### config.mk
export PLATFORM = sky130hd
export DESIGN_NAME = serial_word_tx
export DESIGN_NICKNAME = d
export VERILOG_FILES = /design/src/rtl/seq_pkg.sv /design/src/rtl/serial_word_tx.sv
export SDC_FILE = /design/constraint.sdc
export NUM_CORES = 1
export LEC_CHECK = 0
export BUFFER_PORTS_ARGS = -buffer_cell sky130_fd_sc_hd__buf_4
export CAP_MARGIN = 20
export CORE_MARGIN = 2
export CORE_UTILIZATION = 42
export CTS_CLUSTER_DIAMETER = 100
export CTS_CLUSTER_SIZE = 20
export DETAILED_ROUTE_END_ITERATION = 12
export PLACE_DENSITY = 0.66
export RECOVER_POWER = 50
export SYNTH_ARGS = -nofsm -noshare
export SYNTH_HDL_FRONTEND = slang
export SYNTH_SLANG_ARGS = --single-unit
export TNS_END_PERCENT = 1
### constraint.sdc
create_clock -name clk -period 1.6 [get_ports clk]
set_input_delay 0.32 -clock clk [delete_from_list [all_inputs] [get_ports clk]]
set_output_delay 0.32 -clock clk [all_outputs]
set_load 0.01 [all_outputs]
### src/rtl/seq_pkg.sv
// Shared definitions for the serial word transmitter and its downstream detector.
// Holds the 2-bit FSM state encoding and the default idle line level.
// No ports; import with seq_pkg::*.
package seq_pkg;

  // Value 2'd3 is unused; the FSM treats it as illegal and recovers to ST_IDLE.
  typedef enum logic [1:0] {
    ST_IDLE  = 2'd0,
    ST_SHIFT = 2'd1,
    ST_PAR   = 2'd2
  } state_t;

  // Level driven on the serial line when no bit is being sent.
  localparam logic IDLE_LEVEL_DFLT = 1'b0;

endpackage

### src/rtl/serial_word_tx.sv
// Parallel-in/serial-out transmitter: takes WIDTH-bit words over valid/ready and
// shifts them out MSB-first, one bit per clk, with no gap between back-to-back words.
// Latency: word accepted at edge N shows din[WIDTH-1] in the cycle after edge N.
// Backpressure: din_ready only in IDLE and in the final-bit cycle (or the parity
// cycle when SERIAL_WORD_TX_PARITY_EN is defined), never while clr is high.
// Optional feature: define SERIAL_WORD_TX_PARITY_EN to append one even-parity bit.
// Ports:
//   clk, clr            clock and synchronous active-high reset
//   din_valid, din      upstream word and its valid flag
//   din_ready           block can take a word this cycle (combinational)
//   d_out, d_valid      serial bit and its qualifier (registered)
//   busy                word in flight (registered)
//   done                one-cycle pulse on the final bit of a word (registered)
module serial_word_tx
  import seq_pkg::*;
#(
  parameter int   WIDTH      = 8,
  parameter logic IDLE_LEVEL = IDLE_LEVEL_DFLT
) (
  input  logic             clk,
  input  logic             clr,
  input  logic             din_valid,
  input  logic [WIDTH-1:0] din,
  output logic             din_ready,
  output logic             d_out,
  output logic             d_valid,
  output logic             busy,
  output logic             done
);

  localparam int CW = $clog2(WIDTH);

  state_t           state, state_nxt;
  logic [WIDTH-1:0] shreg, shreg_nxt;
  logic [CW-1:0]    cnt, cnt_nxt;
  logic             d_out_nxt, d_valid_nxt, done_nxt;
  logic             accept;
`ifdef SERIAL_WORD_TX_PARITY_EN
  // Parity is captured at load time because the shift register is consumed bit by bit.
  logic             par, par_nxt;
`endif

  // Ready is combinational so the next word can be taken in the last-bit cycle
  // and its MSB follows immediately.
  always_comb begin
    din_ready = 1'b0;
    if (!clr) begin
      case (state)
        ST_IDLE:  din_ready = 1'b1;
`ifdef SERIAL_WORD_TX_PARITY_EN
        ST_PAR:   din_ready = 1'b1;
`else
        ST_SHIFT: din_ready = (cnt == '0);
`endif
        default:  din_ready = 1'b0;
      endcase
    end
  end

  assign accept = din_valid && din_ready;

  always_comb begin
    state_nxt = state;
    shreg_nxt = shreg;
    cnt_nxt   = cnt;
`ifdef SERIAL_WORD_TX_PARITY_EN
    par_nxt   = par;
`endif

    case (state)
      ST_IDLE: begin
        if (accept) begin
          state_nxt = ST_SHIFT;
          shreg_nxt = din;
          cnt_nxt   = CW'(WIDTH - 1);
`ifdef SERIAL_WORD_TX_PARITY_EN
          par_nxt   = ^din;
`endif
        end
      end
      ST_SHIFT: begin
        if (cnt != '0) begin
          shreg_nxt = {shreg[WIDTH-2:0], 1'b0};
          cnt_nxt   = cnt - 1'b1;
        end else if (accept) begin
          // Reload on the last bit: next word continues without an idle cycle.
          shreg_nxt = din;
          cnt_nxt   = CW'(WIDTH - 1);
        end else begin
          shreg_nxt = {shreg[WIDTH-2:0], 1'b0};
`ifdef SERIAL_WORD_TX_PARITY_EN
          state_nxt = ST_PAR;
`else
          state_nxt = ST_IDLE;
`endif
        end
      end
`ifdef SERIAL_WORD_TX_PARITY_EN
      ST_PAR: begin
        if (accept) begin
          state_nxt = ST_SHIFT;
          shreg_nxt = din;
          cnt_nxt   = CW'(WIDTH - 1);
          par_nxt   = ^din;
        end else begin
          state_nxt = ST_IDLE;
        end
      end
`endif
      default: state_nxt = ST_IDLE;
    endcase

    // Outputs are registered from the next-state view so they line up with
    // the state they describe.
    d_out_nxt   = IDLE_LEVEL;
    d_valid_nxt = 1'b0;
    done_nxt    = 1'b0;
    case (state_nxt)
      ST_SHIFT: begin
        d_out_nxt   = shreg_nxt[WIDTH-1];
        d_valid_nxt = 1'b1;
`ifndef SERIAL_WORD_TX_PARITY_EN
        done_nxt    = (cnt_nxt == '0);
`endif
      end
`ifdef SERIAL_WORD_TX_PARITY_EN
      ST_PAR: begin
        d_out_nxt   = par_nxt;
        d_valid_nxt = 1'b1;
        done_nxt    = 1'b1;
      end
`endif
      default: ;
    endcase
  end

  always_ff @(posedge clk) begin
    if (clr) begin
      state   <= ST_IDLE;
      shreg   <= '0;
      cnt     <= '0;
      d_out   <= IDLE_LEVEL;
      d_valid <= 1'b0;
      busy    <= 1'b0;
      done    <= 1'b0;
`ifdef SERIAL_WORD_TX_PARITY_EN
      par     <= 1'b0;
`endif
    end else begin
      state   <= state_nxt;
      shreg   <= shreg_nxt;
      cnt     <= cnt_nxt;
      d_out   <= d_out_nxt;
      d_valid <= d_valid_nxt;
      busy    <= d_valid_nxt;
      done    <= done_nxt;
`ifdef SERIAL_WORD_TX_PARITY_EN
      par     <= par_nxt;
`endif
    end
  end

endmodule

* Yosys cells after proc, flatten, opt, wreduce, memory -nomap -nowiden *
Index checks and enable logic that the tools add are counted.

operators by class
  add/sub/neg operators = 1
  equal/unequal tests = 3
  multiplexer cells = 14
  bitwise operators = 1
  reduce and logical (&&, ||, !) cells = 8

operators by type and width
  operator                                                               number
  8-bit two-way mux                                                      3
  8-bit one-hot mux with 2 select lines                                  1
  3-bit logical NOT                                                      2
  2-bit two-way mux                                                      3
  3-bit two-way mux                                                      2
  3-bit one-hot mux with 2 select lines                                  1
  2-bit by 1-bit equality test with 1-bit output, second input constant  2
  2-bit one-hot mux with 2 select lines                                  1
  3-bit nonzero test                                                     1
  3-bit by 1-bit subtractor with 3-bit output, second input constant     1
  2-bit logical NOT                                                      1
  1-bit two-way mux                                                      2
  2-bit inequality test, second input constant                           1
  1-bit one-hot mux with 2 select lines                                  1
  2-bit AND reduction                                                    1
  2-bit nonzero test                                                     1
  2-bit OR reduction                                                     1
  1-bit logical AND                                                      1
  1-bit inverter                                                         1

word-level totals
  flip-flop bits (word level) = 16
  output and inout port bits = 5
  logic and storage cells = 34

* Longest topological paths before layout *
Gate-level depths: netlist of the first run.

  depth in word-level cells = 10
  mapped depth = 7
  mapped depth without buffers = 6

* Worst setup path before layout of the first run *
No wires, ideal clock.

  kind = in2reg
  start = input clr
  end = register d_out
  setup time = 0.103 ns
  arrival time = 1.574 ns
  data required time = 1.497 ns
  path slack = -0.077 ns
  stages on the path = 6
  path buffers = 2
  path through = buf_6 -> or3b_1 -> buf_6 -> nor4b_2 -> a31oi_1 -> a2111oi_2

between the ends
  word-level cells in the longest chain between the ends = 8

RTL lines
  what                                            RTL line               RTL
  start, declared                                 serial_word_tx.sv:21   input logic clr,
  1-bit two-way mux                               serial_word_tx.sv:47   if (!clr) begin
  1-bit logical AND                               serial_word_tx.sv:60   assign accept = din_valid && din_ready;
  2-bit two-way mux                               serial_word_tx.sv:85   end else if (accept) begin
  2-bit two-way mux                               serial_word_tx.sv:82   if (cnt != '0) begin
  2-bit one-hot mux with 2 select lines           serial_word_tx.sv:70   case (state)
  2-bit by 1-bit equality test with 1-bit output  serial_word_tx.sv:118  case (state_nxt)
  1-bit inverter (no line)                        --
  2-bit OR reduction (no line)                    --
  end signal, assigned                            serial_word_tx.sv:153  d_out <= d_out_nxt;
  end, declared                                   serial_word_tx.sv:25   output logic d_out,

Parallel ways exist; a longest one is shown, timed or not. The select of a mux whose other input is x is not followed.
A chain may end at the register's enable or synchronous reset.

* Worst setup path after layout of the first run *
  start = register cnt[1]
  end = output din_ready

between the ends
  word-level cells in the longest chain between the ends = 3

RTL lines
  what                                   RTL line               RTL
  start, declared                        serial_word_tx.sv:35   logic [CW-1:0] cnt, cnt_nxt;
  start signal, assigned                 serial_word_tx.sv:152  cnt <= cnt_nxt;
  3-bit logical NOT                      serial_word_tx.sv:53   ST_SHIFT: din_ready = (cnt == '0);
  1-bit one-hot mux with 2 select lines  serial_word_tx.sv:48   case (state)
  1-bit two-way mux                      serial_word_tx.sv:47
  end, declared                          serial_word_tx.sv:24   output logic din_ready,

Every way passes these cells.

==> metrics.yaml, run 1 <==
p_per_area_nw_per_um2: 779
post-route-period-util: 0.992
yosys-top-cells-count: "dfxtp_1 (16), nor3_1 (11), inv_1 (7), a21oi_1 (5)"
grtUsageMet1: 0.251
cts_sinks: 16
met3_usage: 0.0399
syn2layout_area_growth_pct: 38.7
syn_nets: 111
fin_skew_ps: 1.56
synthTopCellsByArea: "dfxtp_1 (38%), nor3_1 (6.5%), a211oi_1 (3.6%), inv_1 (3.1%), a2111oi_0 (3.1%)"
worstRegToRegCells: 7
die_width_um: 48.8
synthMuxAreaShare: 0.0119
syn_inst: 98
syn_area_per_cell_um2: 8.62
num-fill-cells: 177
ys_seq_area_frac: 0.379
outcome: "completed"
synth_seq_cells: 16
worstPathCellList: "inv_2 -> ha_4 -> nand2b_4 -> a211oi_2 -> buf_4"
grtUsageMet2: 0.285
place.gp.congestion: 0.758
combPwrFrac: 0.226
drt-initial-drc-count: 12
synth_flop_cell: "dfxtp_1"
regToRegSetupSlack_ps: 60
whs_endpoint: "shreg[0]$_SDFFE_PP0P_"
fin_tns_setup_ps: 0
root_buffer: "clkbuf_4"
startpoint_type: "flop"
power_mw: 0.913
multiInputGateArea_um2: 490
synth-simple-area-share: 0.206
htreeDepth: 1
drive_above_1_share: 0.374
die-area_um2: 2390
cp_top_family: "flip-flops"
r2r_start: "cnt[1]$_SDFF_PP0_"
antenna_left: 0
hp-class: "in -> reg"
critPathKind: "reg -> out"
num_io_pins: 16
path_buf_inv: 2
synth_area_leader_cell: "dfxtp_1"
netlist_area_um2: 845
p_int_mw: 0.662
drt_wl_total_mm: 2.02
initial_core_util: 0.439
synth.most_common_cell: "dfxtp_1"
rows: 16
grt_pass1_vias: 809
clk_pin_slew_ps: 90
wl_per_cell_um: 12.8
yosysWarnings: 0
hold_violations: 0
num_vias: 841
pwr-share-clk: 0.301
synth_edf_count: 0
grt_first_pass_wirelength_mm: 3.48
timing.critical_path.slowest_stage_cell: "dfxtp_2"
register_area_um2: 322
max_clock_freq_ghz: 0.630
synth_adder_area_share: 0.0296
worstPathMaxFanout: 3
synth-async-reset-ratio: 0
place_hpwl_mm: 1.47
via_per_inst: 5.32
synth_xor_area_frac: 0
cp.arrival_ps: 1270
grt-busiest-layer: "met2"
synth_top_area_share: 0.379
rsz0062_at_grt: "yes"
port_buffers: 15
antenna_found_initial: 0
slew_viol_final: 0
clock_path_buffers: 2
critical_path_required_ps: 1280
ir_drop_uv: 567
power_switching_mw: 0.251
p_leak_nw: 0.455
nNetsFinal: 145
reg2reg_to: "shreg[2]$_SDFFE_PP0P_"
diodes: 0
synth-compound-area-share: 0.279
synth_top_family_by_area: "compound AO/OA/AOI/OAI gates"
synth.distinct_cells: 33
insertion_delay_ps: 300
power_frac_seq: 0.473
worstHoldStart: "din[0]"
core_um2: 1920
endpoint_kind: "output port"
grt_max_degree: 17
cts_tree: "done"
layout_min_cycle_time_ps: 1590
grtUsageTotal: 0.190
sw_frac_of_total: 0.275
cpPeakStageDelay_ps: 340
cts-buffers-inserted: 3
drv_cap: 0
dieHeight_um: 48.8
drt_pass1_iterations: 4
grt_overflow_total: 0
setup_violations: 0
min_path_cells: 3
drc_errors: 0
[worst reg2reg max path: cells and delay by family (launching register included)]
family / cells / cell delay, ps
AOI/OAI and AO/OA: 2 / 580
and+or+nand+nor: 2 / 140
buffers and inverters: 2 / 240
adders and majority gates: 1 / 150
DFF: 1 / 340
[area by class of cell]
cell class,count,share of cell area
multi-input cells,67,0.419
flip-flops and latches,16,0.275
repair buffers,37,0.224
clock buffers,4,0.0310
well taps,27,0.0288
inverters,7,0.0224
[sequential cells by signal, summed over array words and instances (netlist names)]
name	flops
d_out	1
done	1
cnt	3
shreg	8
state	2
busy	1
[per-stage QoR]
step | std cells | util | setup WS, ps | hold slack, ps | cell area (um2)
2_1_floorplan | 98 | - | -21.9 | 444 | 846
6_report | 158 | 0.609 | 12.6 | 264 | 1170
5_1_grt | 158 | 0.609 | -73.6 | 257 | 1170
3_5_place_dp | 153 | 0.572 | -139 | 465 | 1100
4_1_cts | 158 | 0.609 | 7.62 | 256 | 1170
3_3_place_gp | 153 | 0.572 | -84.4 | 465 | 1100
[cell families after synthesis]
| group | Yosys count |
|---|---|
| other | 1 |
| muxes | 1 |
| DFF | 16 |
| and+or+nand+nor | 32 |
| AOI/OAI and AO/OA | 31 |
| adders and majority gates | 2 |
| buffers and inverters | 15 |
[cells in the final DEF (no fill, tap or decap), types with 2 or more instances in the layout]
cell	netlist	routed
inv_2	0	2
inv_1	7	5
nand2_1	4	4
nor2_1	4	4
a21oi_1	5	5
dfxtp_1	16	15
nor3_1	11	11
a31oi_1	3	3
a211oi_1	4	3
clkbuf_4	0	3
buf_4	1	33
a32oi_1	3	3
nand3_1	4	4
clkbuf_1	4	4
o21ai_1	1	2
a2111oi_1	0	3
o21ai_0	4	3
a21o_1	3	3
[routing by layer]
layer | routed length [um] | vias to the layer above
met5 | 0 | -
met4 | 45 | 0
met3 | 70 | 5
met2 | 925 | 16
met1 | 978 | 395
li1 | - | 425
[worst max path at each step]
stage | from | endpoint | slack, ps | cells past startpoint
3_3_place_gp | clr | d_out$_SDFF_PP0_ | -80 | 5
2_1_floorplan | clr | d_out$_SDFF_PP0_ | -20 | 6
6_report | cnt[1]$_SDFF_PP0_ | din_ready | 10 | 5
4_1_cts | cnt[1]$_SDFF_PP0_ | din_ready | 8 | 5
5_1_grt | cnt[1]$_SDFF_PP0_ | din_ready | -70 | 5
3_5_place_dp | clr | shreg[2]$_SDFFE_PP0P_ | -140 | 5
[power by group through the flow]
stage	Sequential (mW)	Clock [mW]	Combinational [mW]
global placement	0.438	0	0.177
global route	0.434	0.314	0.223
floorplan	0.439	0	0.0977
finish	0.431	0.275	0.206
CTS	0.430	0.285	0.201
detailed placement	0.438	0	0.179
[repair_timing]
item                                   4_1_cts  5_1_grt
pin swaps                                    2        2
hold buffers                                 0        0
setup endpoints to repair                    8       11
gates resized for setup                      9        6
endpoints found under the hold margin        0        0
buffers inserted                             1        0
No activity file was read; power rests on OpenSTA's default activity.
==> inputs of run 2 (changes only) <==
--- a/config.mk
+++ b/config.mk
@@ -12,7 +12,7 @@
 export CTS_CLUSTER_DIAMETER = 100
 export CTS_CLUSTER_SIZE = 20
 export DETAILED_ROUTE_END_ITERATION = 12
-export PLACE_DENSITY = 0.66
+export PLACE_DENSITY_LB_ADDON = 0.25
 export RECOVER_POWER = 50
 export SYNTH_ARGS = -nofsm -noshare
 export SYNTH_HDL_FRONTEND = slang
==> constraint.sdc (replaced) <==
create_clock -name clk -period 1.6 [get_ports clk]
set_input_delay 0.24 -clock clk [delete_from_list [all_inputs] [get_ports clk]]
set_output_delay 0.24 -clock clk [all_outputs]
set_load 0.02 [all_outputs]
==> metrics.yaml, run 2 (synthesized netlist as in run 1, its figures left out) <==
drv_cap: 0
antenna_found_initial: 0
insertion_delay_ps: 280
place_hpwl_mm: 1.56
drt_wl_total_mm: 2.14
die_width_um: 48.8
top_register: "shreg"
critical_path_required_ps: 1780
fin_skew_ps: 3.85
place.gp.congestion: 0.845
rsz0062_at_grt: "yes"
worstPathMaxFanout: 6
wl_per_cell_um: 13.2
grt_pass1_vias: 868
htreeDepth: 1
fin_ws_ps: 24.1
routed.top_layer: "met4"
cts-buffers-inserted: 3
cts_tree: "done"
regToRegSetupSlack_ps: 20
initial_core_util: 0.439
p_per_area_nw_per_um2: 766
worstHoldStart: "din[0]"
r2r_start: "state[1]$_SDFF_PP0_"
grt_max_degree: 17
startpoint_type: "flop"
drive_above_1_share: 0.444
core_um2: 1920
setup_violations: 0
top_regs: "shreg: 8 flops, cnt: 3 flops, state: 2 flops"
die-area_um2: 2390
clock_path_buffers: 2
layout_common_cells: "buf_4 (34), dfxtp_1 (13), nor3_1 (9)"
post-route-period-util: 0.985
drt-initial-drc-count: 10
drt-met1-wl_um: 986
met3_length_um: 84
cp.arrival_ps: 1760
p_leak_nw: 0.474
diodes: 0
min_path_cells: 3
endpoint_kind: "flop"
pre_cts_ws_ps: -130
via_per_inst: 5.43
fin_tns_setup_ps: 0
rows: 16
route.met2.wl_mm: 1.05
ir_drop_uv: 565
hold_violations: 0
whs_endpoint: "shreg[0]$_SDFFE_PP0P_"
root_buffer: "clkbuf_4"
grt_first_pass_wirelength_mm: 3.61
max_clock_freq_ghz: 0.635
hp-class: "in -> reg"
drt_pass1_iterations: 4
critPathKind: "reg -> reg"
syn2layout_area_growth_pct: 46.1
dieHeight_um: 48.8
layout_commonest_cell: "buf_4"
worstRegToRegCells: 5
grtUsageTotal: 0.189
num_io_pins: 16
clk_pin_slew_ps: 100
port_buffers: 15
cts_sinks: 16
slew_viol_final: 0
nNetsFinal: 149
grt_overflow_total: 0
reg2reg_to: "done$_SDFF_PP0_"
num-fill-cells: 180
drc_errors: 0
antenna_left: 0
outcome: "completed"
largest_reg_flops: 8
num_vias: 879
cts_hold_buf: 0
layout_min_cycle_time_ps: 1580
## run 2: per-stage QoR
step,power (mW),hold WS (ps),cell area [um2],util,cells
detailed placement,0.640,476,1120,0.582,155
floorplan,0.541,376,850,-,98
global route,0.992,181,1230,0.642,162
finish,0.944,192,1230,0.642,162
CTS,0.938,188,1210,0.628,161
global placement,0.634,467,1120,0.582,155
## run 2: worst max path at each step
stage               slack, ps                    end  depth (start not counted)                 from
global route              -40        done$_SDFF_PP0_                          5  state[1]$_SDFF_PP0_
floorplan                 -40       d_out$_SDFF_PP0_                          7    cnt[0]$_SDFF_PP0_
global placement          -80  shreg[3]$_SDFFE_PP0P_                          6                  clr
finish                     20        done$_SDFF_PP0_                          5  state[1]$_SDFF_PP0_
detailed placement       -130  shreg[2]$_SDFFE_PP0P_                          6                  clr
CTS                        -2      cnt[0]$_SDFF_PP0_                          6  state[1]$_SDFF_PP0_
## run 2: layer usage
metal / track usage / vias up
met5: 0 / -
met4: 0.0524 / 0
met3: 0.0368 / 2
met2: 0.331 / 22
met1: 0.236 / 422
li1: - / 433
## run 2: area by class of cell
cell class,instances,area (um2),share of cell area
multi-input combinational,67,517,0.419
tap,27,33.8,0.0274
timing repair buffer,41,297,0.240
sequential,16,324,0.263
clock buffer,4,36.3,0.0294
inverter,7,26.3,0.0213
## run 2: critical path, stage by stage, from the launching register on
cell and delay [ps]:
dfxtp_2 340, or3b_4 380, buf_6 150, a21oi_4 220, mux2i_1 140, o2111a_1 250
## run 2: what timing repair did
action / in CTS / in global routing
setup buffers: 2 / 2
pin swaps: 5 / 5
setup endpoints to repair: 6 / 12
hold endpoints to repair: 0 / 0
gates resized for setup: 12 / 12
## run 2: report_power, final
part	switching, mW	internal, mW
Combinational	0.118	0.121
Sequential	0.0128	0.419
Clock	0.136	0.138
